$ cat src/rtl/serial_sub_if.sv
// rtl/serial_sub_if.sv - start/operand/result bundle for serial_sub; Zero present only with SERIAL_SUB_ZERO_FLAG_EN
interface serial_sub_if #(
    parameter int WIDTH = 8
);
    logic             start;
    logic [WIDTH-1:0] A;
    logic [WIDTH-1:0] B;
    logic             busy;
    logic             done;
    logic [WIDTH-1:0] Diff;
    logic             Borrow;
`ifdef SERIAL_SUB_ZERO_FLAG_EN
    logic             Zero;

    modport master (output start, A, B, input busy, done, Diff, Borrow, Zero);
    modport slave  (input start, A, B, output busy, done, Diff, Borrow, Zero);
`else
    modport master (output start, A, B, input busy, done, Diff, Borrow);
    modport slave  (input start, A, B, output busy, done, Diff, Borrow);
`endif
endinterface

$ cat src/rtl/serial_sub.sv
// rtl/serial_sub.sv - LSB-first bit-serial subtractor A - B; SERIAL_SUB_ZERO_FLAG_EN adds a registered Zero flag
module serial_sub #(
    parameter int WIDTH = 8
) (
    input  logic         clk,
    input  logic         rst_n,
    serial_sub_if.slave  bus
);

    localparam int CNT_W = (WIDTH > 1) ? $clog2(WIDTH) : 1;
    localparam logic [CNT_W-1:0] LAST_BIT = CNT_W'(WIDTH - 1);

    typedef enum logic [1:0] {IDLE, SHIFT, DONE} state_t;

    state_t           state_q, state_d;
    logic [WIDTH-1:0] a_q, a_d;
    logic [WIDTH-1:0] b_q, b_d;
    logic [WIDTH-1:0] diff_q, diff_d;
    logic             borrow_q, borrow_d;
    logic [CNT_W-1:0] cnt_q, cnt_d;
`ifdef SERIAL_SUB_ZERO_FLAG_EN
    logic             zero_q, zero_d;
`endif

    logic             bit_d;
    logic             bit_bout;
    logic [WIDTH-1:0] d_msb;
    logic [WIDTH-1:0] diff_shift;

    // Next-state and datapath: load on accepted start, one full-subtractor step per SHIFT cycle
    always_comb begin
        state_d  = state_q;
        a_d      = a_q;
        b_d      = b_q;
        diff_d   = diff_q;
        borrow_d = borrow_q;
        cnt_d    = cnt_q;
`ifdef SERIAL_SUB_ZERO_FLAG_EN
        zero_d   = zero_q;
`endif
        bit_d       = a_q[0] ^ b_q[0] ^ borrow_q;
        bit_bout    = (~a_q[0] & b_q[0]) | (~(a_q[0] ^ b_q[0]) & borrow_q);
        d_msb       = '0;
        d_msb[WIDTH-1] = bit_d;
        diff_shift  = (diff_q >> 1) | d_msb;

        case (state_q)
            IDLE: begin
                if (bus.start) begin
                    a_d      = bus.A;
                    b_d      = bus.B;
                    borrow_d = 1'b0;
                    cnt_d    = '0;
                    state_d  = SHIFT;
                end
            end
            SHIFT: begin
                diff_d   = diff_shift;
                a_d      = a_q >> 1;
                b_d      = b_q >> 1;
                borrow_d = bit_bout;
                cnt_d    = cnt_q + CNT_W'(1);
`ifdef SERIAL_SUB_ZERO_FLAG_EN
                // Final value is correct after the last bit; tracks Diff like every other result bit
                zero_d   = (diff_shift == '0);
`endif
                if (cnt_q == LAST_BIT) begin
                    state_d = DONE;
                end
            end
            DONE: begin
                state_d = IDLE;
            end
            default: begin
                state_d = IDLE;
            end
        endcase
    end

    // State and datapath registers; reset clears everything immediately
    always_ff @(posedge clk or negedge rst_n) begin
        if (!rst_n) begin
            state_q  <= IDLE;
            a_q      <= '0;
            b_q      <= '0;
            diff_q   <= '0;
            borrow_q <= 1'b0;
            cnt_q    <= '0;
`ifdef SERIAL_SUB_ZERO_FLAG_EN
            zero_q   <= 1'b0;
`endif
        end else begin
            state_q  <= state_d;
            a_q      <= a_d;
            b_q      <= b_d;
            diff_q   <= diff_d;
            borrow_q <= borrow_d;
            cnt_q    <= cnt_d;
`ifdef SERIAL_SUB_ZERO_FLAG_EN
            zero_q   <= zero_d;
`endif
        end
    end

    assign bus.busy   = (state_q == SHIFT);
    assign bus.done   = (state_q == DONE);
    assign bus.Diff   = diff_q;
    assign bus.Borrow = borrow_q;
`ifdef SERIAL_SUB_ZERO_FLAG_EN
    assign bus.Zero   = zero_q;
`endif

endmodule

$ cat src/flat_wrapper.sv
// flat-port wrapper written by rule: the top's interface ports become plain ports
module serial_sub_flat 
#(
    parameter int WIDTH = 8
)
  (clk, rst_n, bus_start, bus_A, bus_B, bus_busy, bus_done, bus_Diff, bus_Borrow);
  serial_sub_if #(.WIDTH(WIDTH)) bus_i ();
  input  logic clk;
  input  logic rst_n;
  input wire logic [$bits(bus_i.start)-1:0] bus_start;
  input wire logic [$bits(bus_i.A)-1:0] bus_A;
  input wire logic [$bits(bus_i.B)-1:0] bus_B;
  output wire logic [$bits(bus_i.busy)-1:0] bus_busy;
  output wire logic [$bits(bus_i.done)-1:0] bus_done;
  output wire logic [$bits(bus_i.Diff)-1:0] bus_Diff;
  output wire logic [$bits(bus_i.Borrow)-1:0] bus_Borrow;
  assign bus_i.start = bus_start;
  assign bus_i.A = bus_A;
  assign bus_i.B = bus_B;
  assign bus_busy = bus_i.busy;
  assign bus_done = bus_i.done;
  assign bus_Diff = bus_i.Diff;
  assign bus_Borrow = bus_i.Borrow;
  serial_sub #(.WIDTH(WIDTH)) u_core (.clk(clk), .rst_n(rst_n), .bus(bus_i));
endmodule
$ cat config.mk
export PLATFORM = sky130hd
export DESIGN_NAME = serial_sub_flat
export DESIGN_NICKNAME = d
export VERILOG_FILES = /design/src/rtl/serial_sub_if.sv /design/src/rtl/serial_sub.sv /design/src/flat_wrapper.sv
export SDC_FILE = /design/constraint.sdc
export NUM_CORES = 1
export LEC_CHECK = 0
export CORE_MARGIN = 1.5
export CORE_UTILIZATION = 31
export CTS_CLUSTER_DIAMETER = 120
export DETAILED_ROUTE_END_ITERATION = 6
export DONT_BUFFER_PORTS = 1
export PLACE_DENSITY_LB_ADDON = 0.05
export SYNTH_ARGS = -nofsm -noshare
export SYNTH_HDL_FRONTEND = slang
export SYNTH_SLANG_ARGS = --single-unit
$ cat constraint.sdc
create_clock -name clk -period 1.7 [get_ports clk]
set_input_delay 0.255 -clock clk [delete_from_list [all_inputs] [get_ports clk]]
set_output_delay 0.255 -clock clk [all_outputs]
set_load 0.01 [all_outputs]
==> metrics.md, run 1 <==
| Metric | Value |
|---|---|
| Worst-path clk slew | `around 0.07 ns` |
| Layout cells sized above 1 | `about a fifth` |
| Switching Share | `34.8%` |
| Via Count | `940` |
| Cells after Synth | `116` |
| Slowest-stage cell, CP | `dfrtp_2` |
| First-pass GRT wire length | `4.73 mm` |
| Ports | `30` |
| Synth top area cells | `dfrtp_1 (56%), o22ai_1 (11%), a21oi_1 (4.9%)` |
| CTS tree | `done` |
| Final period utilization | `a little over nine tenths` |
| Die X | `68.6 um` |
| Layout Area Growth over Synthesis | `12.5%` |
| Average size of a mapped cell | `11.5 um^2` |
| Max-slew headroom | `roughly 67%` |
| Synth cell types | `22` |
| CP required | `1.44 ns` |
| Post-synthesis async set-or-reset flop share | `between 90% and 100%` |
| P_int | `2000 uW` |
| First drt pass iteration count | `4` |
| Power per cell area | `approximately 2000 mW/mm^2` |
| Slowest stage delay, CP | `0.45 ns` |
| Core Area | `0.00406 mm^2` |
| Data arrival time of the critical path | `1.34 ns` |
| DP Cell Count | `160` |
| Chip Height | `68.6 um` |
| WL per Instance | `17.6 um` |
| Root Driver | `clkbuf_8` |
| Post-synth EDFFs | `0` |
| Initial antenna violation count | `0` |
| Post-synth net total | `138` |
| Min-delay worst type | `in -> reg` |
| CTS buffer count | `5` |
| Most common library cell in the layout ignoring fill and taps | `dfrtp_1` |
| Status | `finished, final reports clean` |
| Rows | `23` |
| Final setup fails | `0` |
| CTS max path bufs | `2` |
| Leakage power | `between 0.0006 and 0.0007 uW` |
| Largest net degree at the start of global routing | `31` |
| Diodes inserted | `0` |
| Worst clock skew | `0.00679 ns` |
| Crit path time final | `1.60 ns` |
| Number of max-cap violations | `0` |
| Finished Layout Cells | `170` |
| Setup TNS | `0 ns` |
| Sink Count | `30` |
| DR iter-0 viols | `a little over 60` |
| Layout Nets | `141` |
| Synth top area share | `56.3%` |
| Comb power frac | `a little under a third` |
| Clk_lat worst skew | `0.28 ns` |
| Total of warnings raised by yosys | `0` |
| Min setup slack post-route | `0.103 ns` |
| Startpoint types | `flip-flop` |
| CP max FO | `10` |
| Yosys top cell by area | `dfrtp_1` |
| Starting density of the core | `32.9%` |
| H-tree levels | `2` |
| Vias in the first global route | `897` |
| Fmax | `626 MHz` |
| CP Capture Type | `output pin` |
| Total gr overflow | `0` |
| Clock power share | `22.9%` |
| Maximum vdd drop | `0.000717 V` |
| Total Wirelength | `between 2 and 3 mm` |
| GPL Wtd Cong | `0.747` |
| Place WS | `approximately 0.37 ns` |
| Synthesized area | `0.00133 mm^2` |
| Net switching power | `1070 uW` |
| Post-synth top flop | `dfrtp_1` |
| Highest-count cells in the layout ignoring fill and taps | `dfrtp_1 (28), o22ai_1 (24), a21oi_1 (13)` |
| RSZ-0062 raised after global routing | `no` |
| Setup CP Type | `reg -> out` |
| Sequential share of power | `~46%` |
| Drc violations | `0` |
| Critical Path Most Common Cell | `buf_4` |
| Worst-Margin Slew | `0.491 ns` |
| Post-DR vias/cell | `about 5.5` |
| Sequential area share after synthesis | `56.3%` |
| Total Die Area | `0.00471 mm^2` |
| Synth Register Bits | `30` |
| Total global-route track usage | `between 10 and 15%` |
| Fin. Hold Viols | `0` |
| Worst path cell trace | `nand2b_1, buf_4, inv_1, buf_4` |
| Slew Limit Fails | `0` |
| Detail Route Antenna Nets | `0` |
| Buffers added on ports | `0` |
registers in the layout, indices dropped and copies added (netlist names):
name and flops:
u_core.a_q 8, u_core.b_q 8, u_core.bus.Borrow 1, u_core.bus.Diff 8
u_core.cnt_q 3, u_core.state_q 2
critical path: cells and delay by family (launching register included):
kind / cells / cell delay [ns]
DFF: 1 / 0.45
and+or+nand+nor: 1 / 0.17
buffers and inverters: 3 / 0.44
power by group through the flow:
stage / logic [uW] / clock network (uW) / registers [uW]
after detailed placement: 957 / 0 / 1410
after CTS: 983 / 730 / 1400
final: 969 / 705 / 1400
after floorplan: 861 / 0 / 1310
after global routing: 1120 / 773 / 1450
after global placement: 925 / 0 / 1400
cells in the mapped netlist (2+ instances only):
| library cell | instances |
|---|---|
| o221a_2 | 2 |
| buf_4 | 2 |
| ha_1 | 2 |
| buf_6 | 2 |
| mux2_2 | 4 |
| clkbuf_1 | 2 |
| nand2_1 | 4 |
| mux2_4 | 3 |
| o21ai_0 | 6 |
| inv_1 | 4 |
| buf_2 | 3 |
| nand3b_1 | 2 |
| dfrtp_1 | 30 |
| a22o_1 | 3 |
| nand2b_1 | 2 |
| o22ai_1 | 24 |
| a21oi_1 | 13 |
| nor2_1 | 4 |
path summary, 6_finish.rpt:
path	startpoint	endpoint	slack [ns]	depth (start not counted)
max	u_core.state_q[1]	bus_busy	0.10	4
min	bus_A[7]	u_core.a_q[7]	0.11	2
max reg2reg	u_core.state_q[1]	u_core.b_q[3]	0.39	3
min reg2reg	u_core.cnt_q[0]	u_core.cnt_q[0]	0.51	1
max in group asynchronous	rst_n	u_core.state_q[0]	1.10	2
min in group asynchronous	rst_n	u_core.a_q[1]	0.42	2
routing by layer:
metal	global-route usage, %	part of all wire (%)	vias up
li1	-	-	439
met2	18.4	40	27
met4	6.00	1.7	0
met1	20.5	51	469
met5	0	0	-
met3	6.49	7.1	5
layout make-up:
cell class                 instances  area (um^2)
fill                             396         2560
sequential                        30          753
multi-input combinational         73          508
clock buffer                       5         68.8
tap                               50         62.6
timing repair buffer               5         52.6
clock inverter                     3         40.0
inverter                           4         15.0
per-stage QoR:
stage	power (uW)	utilization [%]	instance area, um^2	hold WS [ns]
floorplan	2170	-	1330	-0.0406
detailed placement	2370	33.5	1360	-0.0397
global route	3340	37.0	1500	0.109
finish	3070	37.0	1500	0.107
global placement	2330	33.5	1360	-0.0400
CTS	3110	36.9	1500	0.0989
timing repair:
item,4_1_cts,5_1_grt
setup endpoints to repair,0,1
hold buffers,2,0
gates resized for setup,0,2
setup buffers,0,0
hold endpoints to repair,30,0
logic make-up (layout without fill, tap and decap cells):
| kind of cell | after synthesis | count (layout) | share of synthesized area [%] |
|---|---|---|---|
| AO/OA/AOI/OAI | 49 | 49 | 22.6 |
| adder cells (fa/ha/maj) | 3 | 3 | 3.38 |
| buffers and inverters | 13 | 17 | 5.63 |
| flip-flops | 30 | 30 | 56.3 |
| multiplexers | 7 | 7 | 6.75 |
| AND/OR/NAND/NOR | 14 | 14 | 5.35 |
(Power assumes the default switching activity.)
==> run 2, diff against run 1 <==
TNS_END_PERCENT = 50   (was not set)
==> results of run 2 <==
Final layout, timing and power as in run 1 (identical DEF).
